$ cat src/rtl/uart_rd_ctrl.sv
// rtl/uart_rd_ctrl.sv - drains the UART receive FIFO and packs bytes little-endian into host words.
// Optional idle-timeout flush of partial words is enabled by defining UART_RD_TIMEOUT_EN.
module uart_rd_ctrl #(
  parameter int UART_FIFO_WIDTH = 8,
  parameter int WORD_BYTES      = 4,
  parameter int TIMEOUT_CYCLES  = 1024
) (
  input  logic                                  clk,
  input  logic                                  rst_n,
  input  logic                                  rd_f_empty,
  output logic                                  rd_fifo_en,
  input  logic [UART_FIFO_WIDTH-1:0]            rd_fifo_data,
  input  logic                                  flush,
  output logic                                  word_valid,
  input  logic                                  word_ready,
  output logic [UART_FIFO_WIDTH*WORD_BYTES-1:0] word_data,
  output logic [WORD_BYTES-1:0]                 word_keep
);

  localparam int CW = $clog2(WORD_BYTES + 1);

  localparam logic [1:0] ST_FILL = 2'd0;
  localparam logic [1:0] ST_CAPT = 2'd1;
  localparam logic [1:0] ST_SEND = 2'd2;

  logic [1:0]                            state;
  logic [1:0]                            state_nxt;
  logic [CW-1:0]                         byte_cnt;
  logic [UART_FIFO_WIDTH*WORD_BYTES-1:0] data_q;
  logic [WORD_BYTES-1:0]                 keep_q;
  logic                                  has_bytes;
  logic                                  flush_go;
  logic                                  timeout_go;
  logic                                  read_go;

  assign has_bytes = (byte_cnt != '0);
  // A flush of a non-empty word wins over starting another FIFO read.
  assign flush_go  = (state == ST_FILL) && flush && has_bytes;
  assign read_go   = (state == ST_FILL) && !rd_f_empty && !flush_go && !timeout_go;

`ifdef UART_RD_TIMEOUT_EN
  localparam int TW = $clog2(TIMEOUT_CYCLES);

  logic [TW-1:0] tmo_cnt;

  assign timeout_go = (state == ST_FILL) && has_bytes && rd_f_empty &&
                      (tmo_cnt == TW'(TIMEOUT_CYCLES - 1));

  always_ff @(posedge clk or negedge rst_n) begin
    if (!rst_n) begin
      tmo_cnt <= '0;
    end else if (state != ST_FILL || timeout_go || flush_go) begin
      tmo_cnt <= '0;
    end else if (has_bytes && rd_f_empty) begin
      tmo_cnt <= tmo_cnt + TW'(1);
    end
  end
`else
  assign timeout_go = 1'b0;
`endif

  assign rd_fifo_en = rst_n && read_go;
  assign word_valid = (state == ST_SEND);
  assign word_data  = data_q;
  assign word_keep  = keep_q;

  always_comb begin
    state_nxt = state;
    case (state)
      ST_FILL: begin
        if (flush_go || timeout_go) begin
          state_nxt = ST_SEND;
        end else if (read_go) begin
          state_nxt = ST_CAPT;
        end
      end
      ST_CAPT: begin
        if (byte_cnt == CW'(WORD_BYTES - 1) || flush) begin
          state_nxt = ST_SEND;
        end else begin
          state_nxt = ST_FILL;
        end
      end
      ST_SEND: begin
        if (word_ready) begin
          state_nxt = ST_FILL;
        end
      end
      default: state_nxt = ST_FILL;
    endcase
  end

  always_ff @(posedge clk or negedge rst_n) begin
    if (!rst_n) begin
      state    <= ST_FILL;
      byte_cnt <= '0;
      data_q   <= '0;
      keep_q   <= '0;
    end else begin
      state <= state_nxt;
      if (state == ST_CAPT) begin
        for (int k = 0; k < WORD_BYTES; k++) begin
          if (byte_cnt == CW'(k)) begin
            data_q[k*UART_FIFO_WIDTH +: UART_FIFO_WIDTH] <= rd_fifo_data;
            keep_q[k]                                    <= 1'b1;
          end
        end
        byte_cnt <= byte_cnt + CW'(1);
      end else if (state == ST_SEND && word_ready) begin
        // Clearing here keeps unused lanes at zero for the next partial word.
        byte_cnt <= '0;
        data_q   <= '0;
        keep_q   <= '0;
      end
    end
  end

endmodule

$ cat config.mk
export PLATFORM = sky130hd
export DESIGN_NAME = uart_rd_ctrl
export DESIGN_NICKNAME = d
export VERILOG_FILES = /design/src/rtl/uart_rd_ctrl.sv
export SDC_FILE = /design/constraint.sdc
export NUM_CORES = 1
export LEC_CHECK = 0
export CORE_MARGIN = 5
export CORE_UTILIZATION = 37
export DETAILED_ROUTE_END_ITERATION = 8
export PLACE_DENSITY = 0.61
export SYNTH_ARGS = -nofsm -noshare
export SYNTH_HDL_FRONTEND = slang
export SYNTH_SLANG_ARGS = --single-unit
export TNS_END_PERCENT = 5
$ cat constraint.sdc
create_clock -name clk -period 4.2 [get_ports clk]
set_input_delay 0.42 -clock clk [delete_from_list [all_inputs] [get_ports clk]]
set_output_delay 0.42 -clock clk [all_outputs]
set_load 0.05 [all_outputs]
### Word level (Yosys, flattened, before mapping)

Cells that the tools add are included.

* eq/ne operators: 11
* reductions and logical operators: 18
* muxes and demuxes: 19
* $add $sub $neg: 1

Operator list (number)
* $mux W32: 2
* $mux W8: 4
* $reduce_and A2 Y1: 5
* $mux W2: 4
* $mux W4: 2
* $ne A2 B1 Y1 const B: 4
* $eq A3 B2 Y1 const B: 2
* $logic_and A1 B1 Y1: 6
* $mux W3: 2
* $pmux W2 S3: 1
* $mux W1: 4
* $add A3 B1 Y3 const B: 1
* $eq A3 B1 Y1 const B: 1
* $logic_not A3 Y1: 1
* $ne A3 B3 Y1 const B: 1
* $reduce_bool A3 Y1: 1
* $eq A2 B1 Y1 const B: 1
* $eq A2 B2 Y1 const B: 1
* $logic_not A1 Y1: 2
* $logic_not A2 Y1: 1
* $ne A2 B2 Y1 const B: 1
* $reduce_bool A2 Y1: 1
* $logic_or A1 B1 Y1: 1

* input bits: 13
* flip-flop bits (word level): 41
* word-level logic and storage cells: 59
* output and inout port bits: 38

### Longest topological paths before layout

* depth in word-level cells: 8
* depth in mapped cells: 6
* depth with buffers taken out: 5

### Worst setup path after synthesis

Ideal clock, no wire load.

* kind: reg-to-output
* start: register byte_cnt[0]
* end: output port rd_fifo_en
* path slack: 2.205 ns
* buffers on the path: 0
* cell stages (with the launch flop): 6
* arrival time: 1.575 ns
* path through: dfrtp_1 -> inv_1 -> ha_1 -> nand2b_1 -> a2111oi_1 -> and2_1

* word-level cells in the longest chain between the ends: 5

Ends and longest elaborated chain
* start: declaration: line 28 `logic [CW-1:0] byte_cnt;`
* start signal: assignment: line 108 `byte_cnt <= byte_cnt + CW'(1);`
* $reduce_bool A3 Y1: line 36 `assign has_bytes = (byte_cnt != '0);`
* $logic_and A1 B1 Y1: line 38 `assign flush_go = (state == ST_FILL) && flush && has_bytes;`
* $logic_not A1 Y1: line 39 `assign read_go = (state == ST_FILL) && !rd_f_empty && !flush_go && !timeout_go;`
* $logic_and A1 B1 Y1: line 39
* $logic_and A1 B1 Y1: line 62 `assign rd_fifo_en = rst_n && read_go;`
* end: declaration: line 11 `output logic rd_fifo_en,`

Every way passes these cells.

### Final worst setup path

Ends and elaborated chain as after synthesis.

==> flow_summary_export.csv <==
group,metric,value,unit
timing,setup_tns,0,ps
floorplanning,core_area,4690,µm²
floorplanning,fp.dieH,79.2,µm
clock_tree,postCtsSetupRepairBufs,0,
global_route,first_global_vias,1287,
critical_path,cp-startpoint,"byte_cnt[0]$_DFFE_PN0P_",
clock_tree,clock_sinks,41,
route,ant_nets,0,
floorplanning,die_w,79.2,µm
layout,areaGrowthSynthToFinish,36.9,%
yosys,ys_seq_elements,41,
global_route,track_usage,0.141,
route,wl_per_cell,17.8,µm
placement,globalplace.congestion,0.742,
global_route,grt_overflow,0,
yosys,synth_edf_count,0,
timing,setup_viol,0,
route,first_pass_iters,2,
floorplanning,row_count,25,
timing,rsz0062_at_grt,"false",
yosys,syn_area,1770,µm²
yosys,ys_seq_area_frac,0.578,
placement,io_buffers,50,
clock_tree,hold_buffers,0,
hold_path,hp-class,"primary input to asynchronous set/reset pin",
yosys,synth.top_cells.by_area,"dfrtp_1 58%, mux2_1 10%, mux2_4 6.8%",
critical_path,crit_required,3780,ps
clock_tree,ctsResizeCount,0,
yosys,yosys.area.top_type,"dfrtp_1",
timing,tightest_slew,900,ps
clock_tree,insertion_delay,290,ps
critical_path,path_max_fanout,5,
timing,period_needed,2960,ps
global_route,grt_pass1_wl,6.68,mm
critical_path,cp.arrival,2540,ps
timing,relSlewSlack,0.398,
timing,fmax,0.338,GHz
yosys,synth_commonest_cells,"41 x dfrtp_1, 16 x mux2_1, 11 x a22o_1",
flow_run,cap_viol_max_count,0,
yosys,synth.avg_cell_area,14.7,µm²
timing,skew,5.52,ps
layout,nets,194,
clock_tree,clock_path_buffers,2,
outcome,status,"completed",
yosys,synthArstFlopShare,1.00,
route,drt-initial-drc-count,36,
clock_tree,cts_tree,"built",
global_route,grt_max_degree,43,
timing,period_share,0.704,
route,drc,0,
yosys,yosys.cell_count.top_type,"dfrtp_1",
floorplanning,dieArea,6280,µm²
critical_path,r2r_start,"state[1]$_DFFE_PN0P_",
route,routed_wl,4.12,mm
layout,antennaDiodeCount,0,
route,routed_via_density,5.04,
layout,fill_cells,405,
critical_path,worstSetupPathType,"flip-flop to output pin",
global_route,antenna_found_initial,0,
clock_tree,cts_max_level,2,
timing,hold_violations,0,
floorplanning,start_util,0.378,
critical_path,end_kind,"output pin",
route,dr_total_vias,1164,
placement,dp_hpwl,2.97,mm
yosys,synth_top_area_frac,0.578,
critical_path,cp-start-kind,"flip-flop",
yosys,yosys_most_used_dff,"dfrtp_1",
yosys,synth.distinct_cells,27,
clock_tree,path_clk_slew,80,ps
layout,drive_gt1_frac,0.136,
timing,finalMaxSlewViolations,0,
yosys,syn_nets,139,
yosys,synth_cells,121,
clock_tree,cts_buffers,5,
floorplanning,io_pins,51,
yosys,yosys_warnings,0,
clock_tree,root_buffer,"clkbuf_8",
[critical path, stage by stage, from the launching register on]
cell             delay [ps]
dfrtp_1                 430
inv_1                   100
ha_1                    170
nand2b_1                 80
a2111oi_1               480
and2_1                  190
clkdlybuf4s50_1         800
[metrics by stage]
step / instance area (µm²) / setup slack (ps) / std cells / util / hold WS [ps]
finish: 2430 / 1240 / 231 / 0.518 / 183
CTS: 2430 / 1200 / 231 / 0.518 / 200
global route: 2430 / 1050 / 231 / 0.518 / 240
detailed placement: 2330 / 1470 / 223 / 0.496 / 475
floorplan: 1770 / 2200 / 121 / - / 124
global placement: 2330 / 1540 / 223 / 0.496 / 465
[layer usage]
layer | vias to the layer above | global-route usage | part of all wire
li1 | 540 | - | -
met1 | 587 | 0.179 | 0.43
met2 | 28 | 0.238 | 0.52
met3 | 9 | 0.0249 | 0.028
met4 | 0 | 0.0567 | 0.017
met5 | - | 0 | 0
[cell type report]
type                            instances  area [µm²]  share of cell area
Clock buffer                            7        96.3              0.0397
Clock inverter                          1        5.00             0.00206
Inverter                                4        15.0             0.00618
Multi-Input combinational cell         72         708               0.292
Sequential cell                        41        1030               0.422
Tap cell                               54        67.6              0.0278
Timing Repair Buffer                   52         510               0.210
[cells by family (layout without fill, tap and decap cells)]
kind of cell / count (synthesis) / after routing / synth area share
flops: 41 / 41 / 0.578
compound gates: 22 / 22 / 0.109
fa+ha+maj: 5 / 5 / 0.0353
simple gates: 21 / 21 / 0.0825
buf+inv: 8 / 64 / 0.0261
mux: 24 / 24 / 0.169
[cells in the final DEF, fill, tap and decap left out, types with 4 or more instances in the layout]
cell type	instances
clkbuf_8	7
mux2_4	8
inv_1	4
clkdlybuf4s50_1	49
mux2_1	16
ha_1	5
and2_1	9
a22o_1	11
dfrtp_1	41
[sequential cells by signal, summed over array words and instances (netlist names)]
register,cells
word_data,32
byte_cnt,3
word_keep,4
state,2
[path summary, 6_finish.rpt]
kind | end | slack, ps | depth (start not counted)
setup / recovery | rd_fifo_en | 1240 | 6
hold / removal | word_data[28]$_DFFE_PN0P_ | 180 | 2
setup reg to reg | word_data[27]$_DFFE_PN0P_ | 1890 | 3
hold reg to reg | word_keep[0]$_DFFE_PN0P_ | 490 | 1
max in group asynchronous | word_data[21]$_DFFE_PN0P_ | 3660 | 2
min in group clk | word_keep[0]$_DFFE_PN0P_ | 490 | 1
Power is not shown: default switching activity piles up to over one toggle a cycle in this logic, so the estimate is an artifact.
